--- src/rtl/cmp_serial_nbit.sv ---
// Bit-serial (SLICE bits/cycle) comparator: EQ, NE, LTU, LTS.
// Define CMP_SIGNED_EN to enable the signed compare for op=3 (otherwise it aliases LTU).
module cmp_serial_nbit #(
  parameter int WIDTH = 32,
  parameter int SLICE = 4
) (
  input  logic             clk,
  input  logic             rst,
  input  logic             in_valid,
  output logic             in_ready,
  input  logic [WIDTH-1:0] A,
  input  logic [WIDTH-1:0] B,
  input  logic [1:0]       op,
  output logic             out_valid,
  input  logic             out_ready,
  output logic             Y
);

  localparam int NSLICE = WIDTH / SLICE;
  localparam int CW = (NSLICE > 1) ? $clog2(NSLICE) : 1;

  localparam logic [1:0] S_IDLE = 2'd0;
  localparam logic [1:0] S_RUN  = 2'd1;
  localparam logic [1:0] S_DONE = 2'd2;

  logic [1:0]       r_state;
  logic [CW-1:0]    r_cnt;
  logic             r_eq;
  logic             r_lt;
  logic             r_y;
  logic [WIDTH-1:0] r_a;
  logic [WIDTH-1:0] r_b;
  logic [1:0]       r_op;

  logic [SLICE-1:0] w_ak;
  logic [SLICE-1:0] w_bk;
  logic             w_last;
  logic             w_eq_nx;
  logic             w_lt_nx;
  logic             w_lts;
  logic             w_res;

  assign w_ak    = r_a[r_cnt*SLICE +: SLICE];
  assign w_bk    = r_b[r_cnt*SLICE +: SLICE];
  assign w_last  = (r_cnt == CW'(NSLICE - 1));
  assign w_eq_nx = r_eq & (w_ak == w_bk);
  // Higher slices override the verdict of lower ones unless they tie.
  assign w_lt_nx = (w_ak < w_bk) | ((w_ak == w_bk) & r_lt);

`ifdef CMP_SIGNED_EN
  assign w_lts = (r_a[WIDTH-1] ^ r_b[WIDTH-1]) ? r_a[WIDTH-1] : w_lt_nx;
`else
  assign w_lts = w_lt_nx;
`endif

  always_comb begin
    w_res = 1'b0;
    case (r_op)
      2'd0:    w_res = w_eq_nx;
      2'd1:    w_res = ~w_eq_nx;
      2'd2:    w_res = w_lt_nx;
      default: w_res = w_lts;
    endcase
  end

  always_ff @(posedge clk or posedge rst) begin
    if (rst) begin
      r_state <= S_IDLE;
      r_cnt   <= '0;
      r_eq    <= 1'b1;
      r_lt    <= 1'b0;
      r_y     <= 1'b0;
      r_a     <= '0;
      r_b     <= '0;
      r_op    <= '0;
    end else begin
      case (r_state)
        S_IDLE: begin
          if (in_valid) begin
            r_a     <= A;
            r_b     <= B;
            r_op    <= op;
            r_cnt   <= '0;
            r_eq    <= 1'b1;
            r_lt    <= 1'b0;
            r_state <= S_RUN;
          end
        end
        S_RUN: begin
          r_eq <= w_eq_nx;
          r_lt <= w_lt_nx;
          if (w_last) begin
            r_y     <= w_res;
            r_state <= S_DONE;
          end else begin
            r_cnt <= r_cnt + 1'b1;
          end
        end
        S_DONE: begin
          if (out_ready) r_state <= S_IDLE;
        end
        default: r_state <= S_IDLE;
      endcase
    end
  end

  assign in_ready  = (r_state == S_IDLE);
  assign out_valid = (r_state == S_DONE);
  assign Y         = r_y;

endmodule

--- config.mk ---
export PLATFORM = sky130hd
export DESIGN_NAME = cmp_serial_nbit
export DESIGN_NICKNAME = d
export VERILOG_FILES = /design/src/rtl/cmp_serial_nbit.sv
export SDC_FILE = /design/constraint.sdc
export NUM_CORES = 1
export LEC_CHECK = 0
export CORE_AREA = 2 2 84 86
export CTS_BUF_LIST = sky130_fd_sc_hd__clkbuf_8 sky130_fd_sc_hd__clkbuf_16
export DETAILED_ROUTE_END_ITERATION = 7
export DIE_AREA = 0 0 86 88
export PLACE_DENSITY = 0.81
export SLEW_MARGIN = 20
export SYNTH_ARGS = -nofsm -noshare
export SYNTH_HDL_FRONTEND = slang
export SYNTH_SLANG_ARGS = --single-unit
export TNS_END_PERCENT = 1
--- constraint.sdc ---
create_clock -name clk -period 6.8 [get_ports clk]
set_clock_uncertainty 0.05 [all_clocks]
set_input_delay 1.36 -clock clk [delete_from_list [all_inputs] [get_ports clk]]
set_output_delay 1.36 -clock clk [all_outputs]
set_load 0.02 [all_outputs]
Word-level counts from Yosys, hierarchy flattened

Index checks and enable logic that the tools add are counted.

Flip-flop bits (word level): 74
Latch bits: 0
RAM bits: 0
Bits in read-only memories: 0
Input bits: 70
Output and inout bits: 3
Memories: 0

Add/subtract/negate cells: 1
$mul: 0
Div/mod/pow operators: 0
Order comparisons: 1
Eq/ne operators: 9
Shift operators: 2
Multiplexer cells: 12
Bitwise operators: 4
Reduce and logical (&&, ||, !) cells: 8

Operators with widths:

| kind                                                  | count |
|---|---|
| variable part select 32 x 6 -> 4 bit                  | 2 |
| 2-to-1 mux 2 bit                                      | 3 |
| 2-to-1 mux 3 bit                                      | 2 |
| inequality test 2 bit, second input constant          | 3 |
| one-hot mux 1 bit (2 select lines)                    | 3 |
| one-hot mux 2 bit (3 select lines)                    | 1 |
| one-hot mux 3 bit (2 select lines)                    | 1 |
| AND reduction 2 bit                                   | 3 |
| AND reduction 3 bit                                   | 2 |
| equality test 2 x 1 -> 1 bit, second input constant   | 2 |
| equality test 4 bit                                   | 1 |
| logical NOT 2 bit                                     | 2 |
| less-than comparator 4 bit                            | 1 |
| adder 3 x 1 -> 3 bit, second input constant           | 1 |
| equality test 3 bit, second input constant            | 1 |
| AND 1 bit                                             | 2 |
| equality test 2 bit, second input constant            | 1 |
| 2-to-1 mux 1 bit                                      | 2 |
| inequality test 2 x 1 -> 1 bit, second input constant | 1 |
| nonzero test 2 bit                                    | 1 |
| NOT 1 bit                                             | 1 |
| bitwise OR 1 bit                                      | 1 |

Depth between registers and ports, before layout

Gate-level depths: netlist of the first run.

Word-level depth: 5
Gate-level depth with buffers: 9

Least setup slack after synthesis of the first run

No wires, ideal clock.

Path kind: register to register
Start point: reg r_cnt[0]
End point: reg r_y, in the netlist Y
Library setup time: 0.129 ns
Arrival time: 2.158 ns
Slack: 4.463 ns
Cell stages (with the launch flop): 9
Buffers on the path: 1
Period minus slack after synthesis: 2.337 ns
Cell sequence: dfrtp_1 > buf_4 > mux4_2 > mux2_2 > ha_1 > and4_1 > a21o_1 > a21oi_1 > o31ai_1

Word-level cells in the longest chain between the ends: 5
Elaborated cells on any way between the ends: 11
Classes of those cells: order compare (1); eq/ne (2); shift (2); mux (1); bitwise (4); reduce/logical (1)

RTL lines:

| element                                                            | RTL line | source |
|---|---|---|
| start, declared                                                    | 27       | `logic [CW-1:0] r_cnt;` |
| start signal, assigned                                             | 96       | `r_cnt <= r_cnt + 1'b1;` |
| branches (longest 5 deep; another with less-than comparator 4 bit) | -        |  |
| end signal, assigned                                               | 93       | `r_y <= w_res;` |
| end, declared                                                      | 30       | `logic r_y;` |

Parallel ways; which one is timed is not known.
A chain may end at the register's enable or synchronous reset.

Worst setup path in the final report of the first run

Start point: reg r_state[0]
End point: out in_ready

Word-level cells in the longest chain between the ends: 1

RTL lines:

| element                | RTL line | source |
|---|---|---|
| start, declared        | 26       | `logic [1:0] r_state;` |
| start signal, assigned | 68       | `r_state <= S_IDLE;` |
| start signal, assigned | 86       | `r_state <= S_RUN;` |
| start signal, assigned | 94       | `r_state <= S_DONE;` |
| logical NOT 2 bit      | 107      | `assign in_ready = (r_state == S_IDLE);` |
| end, declared          | 10       | `output logic in_ready,` |

No other way between the ends.

==> results of run 1 <==
[layout make-up]
cell class              count  area (um^2)  share of cell area, %
clock buffers              11        151.4                  3.341
clock inverters             5        101.3                  2.236
inverters                   4        15.01                 0.3313
multi-input cells         129         1575                  34.76
flip-flops and latches     74         1853                  40.89
well taps                  80        100.1                  2.209
repair buffers             74        735.7                  16.23
[kinds of logic after synthesis]
kind of cell	Yosys count	synth area share (%)
adders and majority gates	6	2.115
buffers and inverters	18	3.419
AOI/OAI and AO/OA	19	3.666
and+or+nand+nor	13	1.868
muxes	91	36.73
DFF	74	52.20
[power by group]
group / switching (mW) / internal (mW) / total [mW]
registers: 0.157 / 0.664 / 0.822
logic: 0.307 / 0.570 / 0.878
clock network: 0.159 / 0.262 / 0.421
total: 0.624 / 1.50 / 2.12
[worst paths after layout]
| kind | startpoint | endpoint | slack, ns | depth (start not counted) |
|---|---|---|---|---|
| min in group asynchronous | rst | r_a[9]$_DFFE_PP0P_ | 1.21 | 2 |
| setup reg to reg | r_cnt[1]$_DFFE_PP0P_ | Y$_DFFE_PP0P_ | 3.93 | 6 |
| hold reg to reg | Y$_DFFE_PP0P_ | Y$_DFFE_PP0P_ | 0.44 | 2 |
| max in group asynchronous | rst | r_b[29]$_DFFE_PP0P_ | 4.43 | 3 |
| hold / removal | Y$_DFFE_PP0P_ | Y$_DFFE_PP0P_ | 0.44 | 2 |
| setup / recovery | r_state[0]$_DFFE_PP0P_ | in_ready | 3.75 | 2 |
[sequential cells by signal, indices dropped and copies added, names as in the netlist]
signal,flops
r_state,2
r_eq,1
r_op,2
Y,1
r_b,32
r_a,32
r_lt,1
r_cnt,3
[stage by stage]
| stage | instances | area (um^2) |
|---|---|---|
| floorplan | 221 | 3550 |
| global placement | 361 | 4279 |
| detailed placement | 361 | 4279 |
| CTS | 377 | 4532 |
| global route | 377 | 4532 |
| finish | 377 | 4532 |
[layer usage]
layer  share of wire, %  global-route usage, %
met5                  0                      0
met4                1.8                  7.792
met3                3.9                  5.278
met2                 49                  31.57
met1                 45                  27.03
[cell usage after synthesis]
| library cell | count | share of area (%) |
|---|---|---|
| a21oi_1 | 3 | 0.42 |
| a21o_1 | 1 | 0.21 |
| o21ai_0 | 5 | 0.70 |
| clkbuf_1 | 3 | 0.32 |
| buf_6 | 6 | 1.9 |
| mux2_4 | 28 | 12 |
| nand2_1 | 4 | 0.42 |
| nand3_1 | 2 | 0.28 |
| dfrtp_1 | 73 | 51 |
| nor2b_1 | 1 | 0.18 |
| and2_4 | 1 | 0.25 |
| ha_1 | 6 | 2.1 |
| mux4_2 | 16 | 10 |
| mux2_2 | 42 | 13 |
| inv_1 | 4 | 0.42 |
| buf_4 | 1 | 0.21 |
| a221oi_1 | 1 | 0.25 |
| dfstp_2 | 1 | 0.74 |
| a22oi_1 | 1 | 0.21 |
| nor2_2 | 1 | 0.18 |
| a22o_1 | 5 | 1.2 |
| and4_1 | 1 | 0.25 |
| buf_2 | 4 | 0.56 |
| o211ai_1 | 1 | 0.21 |
| o31ai_1 | 2 | 0.42 |
| mux2i_1 | 5 | 1.4 |
| nor2_1 | 3 | 0.32 |
[cell usage in the layout (no fill, tap or decap), types with 2 or more instances in the layout]
cell type	synthesis	routed
inv_1	4	4
nor2_1	3	3
bufinv_16	0	3
a22o_1	5	5
dfrtp_1	73	73
clkdlybuf4s50_1	0	72
mux2_4	28	28
o21ai_0	5	5
buf_4	1	2
a21oi_1	3	3
nand3_1	2	2
mux2_2	42	42
mux2i_1	5	5
nand2_1	4	4
o31ai_1	2	2
clkbuf_8	0	11
ha_1	6	6
mux4_2	16	16
[critical path, cell delays in order, from the launching register on]
cell and delay (ns):
dfrtp_1 0.51, nor2_2 0.17, clkdlybuf4s50_1 0.61
==> impl_metrics.toml, run 1 <==
[final_layout]
final_net_count = 368
fin_util_pct = 68.21
antenna-diode-count = 0
num-fill-cells = 463
syn2layout_area_growth_pct = 27.67
layout-drive-gt1-share_pct = 36.03

[drt]
postRouteAntennaNets = 0
drc = 0
viasPerCell = 5.515
first_pass_iters = 4
num_vias = 2079
totalWireLength_um = 6612
wire_per_inst_um = 17.54
drt-initial-drc-count = 93

[global_routing]
grt.overflow.total = 0
antenna_found_initial = 0
first_global_vias = 2246
grt_start_max_net_pins = 68
grt_usage_pct = 20.09
grt_pass1_wl_um = 11210

[clocking]
cts_setup_buffers = 0
clk_latency_ns = 0.35
numClockSinks = 74
cts_tree = "yes"
cts_root_buffer = "clkbuf_8"
path_clk_slew_ns = 0.08
cts-buffers-inserted = 9
cts_resized = 0
ctsHoldBuffers = 0
cts_max_level = 3
clockBufferDepth = 2

[yosys]
synth.distinct_cells = 27
ys_seq_area_share_pct = 52.20
syn-num-nets = 297
syn_inst = 221
postSynthAreaPerCell_um2 = 16.06
ys_ff_latch = 74
ys_warn_count = 0
syn_area_um2 = 3550

[timing]
post-route-period-util_pct = 44.85
setup_tns_ns = 0
rsz0062_at_grt = "no"
setup_viol = 0
final_hold_viol_count = 0
fmax_ghz = 0.3279
slew_headroom_pct = 32.20
min_period_ns = 3.050
worstMarginPinSlew_ns = 1.017
finalHoldWorstSlack_ns = 0.4351
slew_violations = 0
setup_slack_ns = 3.750

[min_path]
min_path_type = "reg2reg"

[pwr]
peakVddDrop_mv = 0.1999
totalPowerFinal_mw = 2.121
power_density_nw_per_um2 = 467.9
p_leak_nw = 1.915

[placement]
pre_cts_ws_ns = 3.431
portBuffers = 72
dp_hpwl_um = 4557
gp_congestion = 0.7605

[flow_run]
max_cap_violations = 0

[floorplanning]
die_y_um = 88
core_area_um2 = 6644
die_x_um = 86
io_pins = 73
initial_core_util_pct = 53.43
placementRows = 30
dieArea_um2 = 7568

[worst_setup_path]
end_kind = "output port"
cp_max_fo = 11
arrival_ns = 1.64
cp.required_ns = 5.39
crit_path_start_kind = "register"
path_class = "reg2out"

[outcome]
status = "finished, final reports clean"
Note: power is estimated with default switching activity, not from simulation.
==> inputs of run 2 (changes only) <==
CORE_AREA = 2 2 91 93   (was 2 2 84 86)
DIE_AREA = 0 0 93 95   (was 0 0 86 88)
PLACE_DENSITY = 0.73   (was 0.81)
clock period = 2.6 ns   (was 6.8 ns; I/O delays follow)
==> run 2 against run 1 <==
Against the previous run:
- worst hold slack improved by 0.0086 ns
- power increased to 2.7 times the previous value
- first-iteration DRC count decreased by 14%
- sequential cell count unchanged
- wire length increased by 10%
- critical path depth increased by 6
- largest power group unchanged
- worst setup slack got worse by 3.6 ns
- final cell count increased by 9.8%
==> impl_metrics.toml, run 2 (synthesis results as in run 1) <==
[global_routing]
grt_start_max_net_pins = 42
antenna_found_initial = 0
grt.overflow.total = 0
grt_pass1_wl_um = 11510
grt_usage_pct = 17.61
first_global_vias = 2232

[drt]
viasPerCell = 5.210
drc = 0
num_vias = 2157
wire_per_inst_um = 17.61
first_pass_iters = 4
postRouteAntennaNets = 0
drt-initial-drc-count = 80
totalWireLength_um = 7292

[final_layout]
mostFrequentLayoutCells = "72 x dfrtp_1, 72 x clkdlybuf4s50_1, 40 x mux2_2"
reg_top3 = "r_a (32), r_b (32), r_cnt (3)"
antenna-diode-count = 0
layout-drive-gt1-share_pct = 40.13
fin_util_pct = 59.12
final_net_count = 381
syn2layout_area_growth_pct = 32.04
stdcell_area_um2 = 4687

[pwr]
p_int_mw = 3.916
switching_share_pct = 31.86
peakVddDrop_mv = 0.4887
clkPwrFrac_pct = 13.1
power.share.sequential_pct = 37.9
combPwrFrac_pct = 48.9
p_leak_nw = 1.976
power_density_nw_per_um2 = 1226
switchingPower_mw = 1.831

[floorplanning]
die_x_um = 93
initial_core_util_pct = 44.78
placementRows = 33
core_area_um2 = 7928
io_pins = 73
dieArea_um2 = 8835
die_y_um = 95

[placement]
dpl-instance-area_um2 = 4398
gp_congestion = 0.7755
portBuffers = 72
dp_hpwl_um = 5234

[timing]
min_period_ns = 2.491
final_hold_viol_count = 0
worstMarginPinSlew_ns = 0.5801
post-route-period-util_pct = 95.81
slew_headroom_pct = 60.92
setup_viol = 0
fmax_ghz = 0.4015
slew_violations = 0

[worst_setup_path]
max_stage_delay_ns = 0.50
end_kind = "register"
cp_max_fo = 7
path_cells = "buf_12, mux4_2, mux2_4, ha_4, nor2b_1, o211ai_1, a22oi_1, o21ai_0"
cpMaxStageDelayCell = "mux4_2"
arrival_ns = 2.68
path_class = "reg2reg"
crit_path_start_kind = "register"
cp.required_ns = 2.79

[outcome]
status = "finished, final reports clean"

[clocking]
ctsHoldBuffers = 0
cts_root_buffer = "clkbuf_8"
numClockSinks = 74
clockBufferDepth = 2
cts-buffers-inserted = 9
path_clk_slew_ns = 0.07
cts_tree = "yes"
clk_latency_ns = 0.35
cts_max_level = 3

[min_path]
min_path_type = "reg2reg"

[flow_run]
max_cap_violations = 0
## run 2: cell types whose count changed in the layout (fill, tap and decap cells not counted), sizes merged
cell      before  now
inv            5    7
bufinv         3    0
clkinv         0    2
clkbuf        11   10
clkinvlp       1    0
buf            2   15
## run 2: critical path: cells and delay by family (launching register included)
kind                       cells  cell delay, ns
muxes                          2            0.80
AOI/OAI and AO/OA              3            0.64
DFF                            1            0.39
adders and majority gates      1            0.24
buffers and inverters          1            0.15
and+or+nand+nor                1            0.12
## run 2: path summary, 6_finish.rpt
kind	startpoint	end	slack, ns	cells after the start
max reg2reg	r_cnt[0]$_DFFE_PP0P_	r_lt$_DFFE_PP0P_	0.11	8
max	r_cnt[0]$_DFFE_PP0P_	r_lt$_DFFE_PP0P_	0.11	8
min in group asynchronous	rst	r_a[9]$_DFFE_PP0P_	0.50	2
max in group asynchronous	rst	r_b[8]$_DFFE_PP0P_	1.29	3
min	Y$_DFFE_PP0P_	Y$_DFFE_PP0P_	0.44	2
min reg2reg	Y$_DFFE_PP0P_	Y$_DFFE_PP0P_	0.44	2
## run 2: layer usage
layer	track usage, %	share of wire (%)	vias up
met5	0	0	-
met4	7.966	2.7	0
met3	4.070	3.8	17
met2	27.78	49	50
met1	23.39	45	1105
li1	-	-	985
## run 2: metrics by stage
step	hold slack [ns]	total power [mW]	TNS [ns]	setup slack, ns	cells
after CTS	0.4505	5.360	0	0.07547	406
after floorplan	0.4232	3.933	0	0.1500	221
after detailed placement	0.4358	4.590	0	0.09767	391
after global placement	0.4352	4.450	0	0.1822	391
final	0.4437	5.747	0	0.1091	414
after global routing	0.4784	6.114	-0.01488	-0.01488	414
## run 2: area by class of cell
type	count	area, um^2
clock buffers	10	137.6
clock inverters	5	25.02
fillers	634	3241
inverters	4	15.01
multi-input cells	129	1633
flip-flops and latches	74	1854
well taps	105	131.4
repair buffers	87	890.9
## run 2: timing repair
action,in CTS,in global routing
gates resized for setup,0,14
buffers inserted,0,8
setup endpoints to repair,0,1
## run 2: power groups by stage
stage | Combinational [mW] | Clock, mW | Sequential, mW
2_1_floorplan | 1.97 | 0 | 1.96
3_3_place_gp | 2.27 | 0 | 2.18
3_5_place_dp | 2.42 | 0 | 2.17
4_1_cts | 2.42 | 0.775 | 2.16
5_1_grt | 3.04 | 0.825 | 2.25
6_report | 2.81 | 0.755 | 2.18
==> inputs of run 3 (changes only) <==
CORE_AREA = 4 4 93 95   (was 2 2 91 93)
DIE_AREA = 0 0 97 99   (was 0 0 93 95)
==> run 3 against run 2 <==
Against the previous run:
- first-iteration DRC count fell by 1.3%
- worst setup slack got worse by 0.015 ns
- wire length fell by 3.7%
- sequential share of layout area rose by 0.25 points
- final cell count fell by 1.9%
- design area fell by 0.69%
- combinational power fell by 12%
- power fell by 1.0%
- worst hold slack improved by 0.0096 ns
- sequential cell count did not move
==> impl_metrics.toml, run 3 (synthesis results as in run 1) <==
[timing]
worstMarginPinSlew_ns = 0.5586
finalHoldWorstSlack_ns = 0.4533
rsz0062_at_grt = "yes"
post-route-period-util_pct = 96.37
final_hold_viol_count = 0
setup_viol = 0
fmax_ghz = 0.3991
slew_violations = 0
setup_tns_ns = 0
slew_headroom_pct = 62.37
setup_slack_ns = 0.09449
min_period_ns = 2.506

[clocking]
clockBufferDepth = 2
clk_latency_ns = 0.35
cts_tree = "yes"
cts_max_level = 3
ctsHoldBuffers = 0
cts_root_buffer = "clkbuf_8"
numClockSinks = 74
cts-buffers-inserted = 9
path_clk_slew_ns = 0.07

[worst_setup_path]
arrival_ns = 2.70
cp_max_fo = 7
cpMaxStageDelayCell = "mux4_2"
path_class = "reg2reg"
worst-path-buf-inv = 1
end_kind = "register"
max_stage_delay_ns = 0.51
crit_path_start_kind = "register"
startpoint = "r_cnt[0]$_DFFE_PP0P_"
path_cells = "buf_6, mux4_2, mux2_2, ha_1, nor2b_1, o211ai_1, a221oi_2, o31ai_1"
r2r-start = "r_cnt[0]$_DFFE_PP0P_"
cp_top_family = "multiplexers"
cp.required_ns = 2.79

[drt]
drt-initial-drc-count = 79
first_pass_iters = 5
postRouteAntennaNets = 0
viasPerCell = 5.175
totalWireLength_um = 7023
num_vias = 2101
wire_per_inst_um = 17.30
drc = 0

[min_path]
worstHoldStart = "Y$_DFFE_PP0P_"
min_path_type = "reg2reg"

[final_layout]
mostFrequentLayoutCell = "dfrtp_1"
reg_top3 = "r_a (32), r_b (32), r_cnt (3)"
layout-drive-gt1-share_pct = 38.49
mostFrequentLayoutCells = "73 x dfrtp_1, 72 x clkdlybuf4s50_1, 42 x mux2_2"
syn2layout_area_growth_pct = 31.12
antenna-diode-count = 0
final_net_count = 375
num-fill-cells = 591
stdcell_area_um2 = 4654

[placement]
pre_cts_ws_ns = 0.09143
dpl-instance-area_um2 = 4382
dp_hpwl_um = 5121
gp_congestion = 0.7826
portBuffers = 72

[global_routing]
busiest_layer = "met2"
use_met2_pct = 24.73
first_global_vias = 2255
use_met3_pct = 3.397
grt.overflow.total = 0
grt_start_max_net_pins = 75
antenna_found_initial = 0
grt_usage_pct = 15.40
grt.met1_usage_pct = 20.27
grt_pass1_wl_um = 11540

[floorplanning]
placementRows = 32
io_pins = 73
dieArea_um2 = 9603
die_x_um = 97
die_y_um = 99
core_area_um2 = 7727
initial_core_util_pct = 45.94

[pwr]
peakVddDrop_mv = 0.5079
totalPowerFinal_mw = 5.687
p_leak_nw = 1.950
power_density_nw_per_um2 = 1222

[flow_run]
max_cap_violations = 0

[outcome]
status = "finished, final reports clean"
-- run 3: cell types whose count changed in the layout (fill, tap and decap cells not counted), sizes merged --
| cell | previous run | this run |
|---|---|---|
| clkbuf | 10 | 9 |
| buf | 15 | 9 |
| clkinvlp | 0 | 3 |
| bufinv | 0 | 3 |
| inv | 7 | 4 |
| clkinv | 2 | 1 |
-- run 3: worst paths after layout --
path                                            to  slack (ns)  depth (start not counted)
worst max-delay path                 Y$_DFFE_PP0P_        0.09                          8
worst min-delay path                 Y$_DFFE_PP0P_        0.45                          2
worst max register to register       Y$_DFFE_PP0P_        0.09                          8
worst min register to register       Y$_DFFE_PP0P_        0.45                          2
max in group asynchronous         r_eq$_DFFE_PP1P_        1.63                          3
min in group asynchronous       r_a[8]$_DFFE_PP0P_        0.52                          3
-- run 3: layer usage --
layer | routed length, um | vias up
met2 | 3490 | 50
met5 | 0 | -
met1 | 3123 | 1060
met4 | 147 | 0
li1 | - | 978
met3 | 261 | 13
-- run 3: layout make-up --
cell class	count	area (um^2)	share of cell area [%]
Clock buffer	9	123.9	2.661
Clock inverter	7	117.6	2.527
Inverter	4	15.01	0.3226
Multi-Input combinational cell	129	1584	34.03
Sequential cell	74	1853	39.81
Tap cell	102	127.6	2.742
Timing Repair Buffer	81	833.3	17.90
-- run 3: tightest hold or removal path, delay by kind of cell (launching register included) --
family | cells | cell delay [ns]
simple gates | 1 | 0.05
compound gates | 1 | 0.07
flops | 1 | 0.35
-- run 3: through the flow --
stage | cells | util [%]
6_report | 406 | 60.23
5_1_grt | 406 | 60.23
4_1_cts | 404 | 59.83
3_5_place_dp | 388 | 56.70
3_3_place_gp | 388 | 56.70
2_1_floorplan | 221 | -
-- run 3: repair_timing --
action	4_1_cts	5_1_grt
endpoints found under the setup margin	0	1
setup buffers	0	2
gates resized for setup	0	6
-- run 3: where the power goes --
part	switching, mW	internal (mW)	total, mW
combinational	0.863	1.62	2.48
sequential	0.402	1.74	2.14
clock	0.426	0.635	1.06
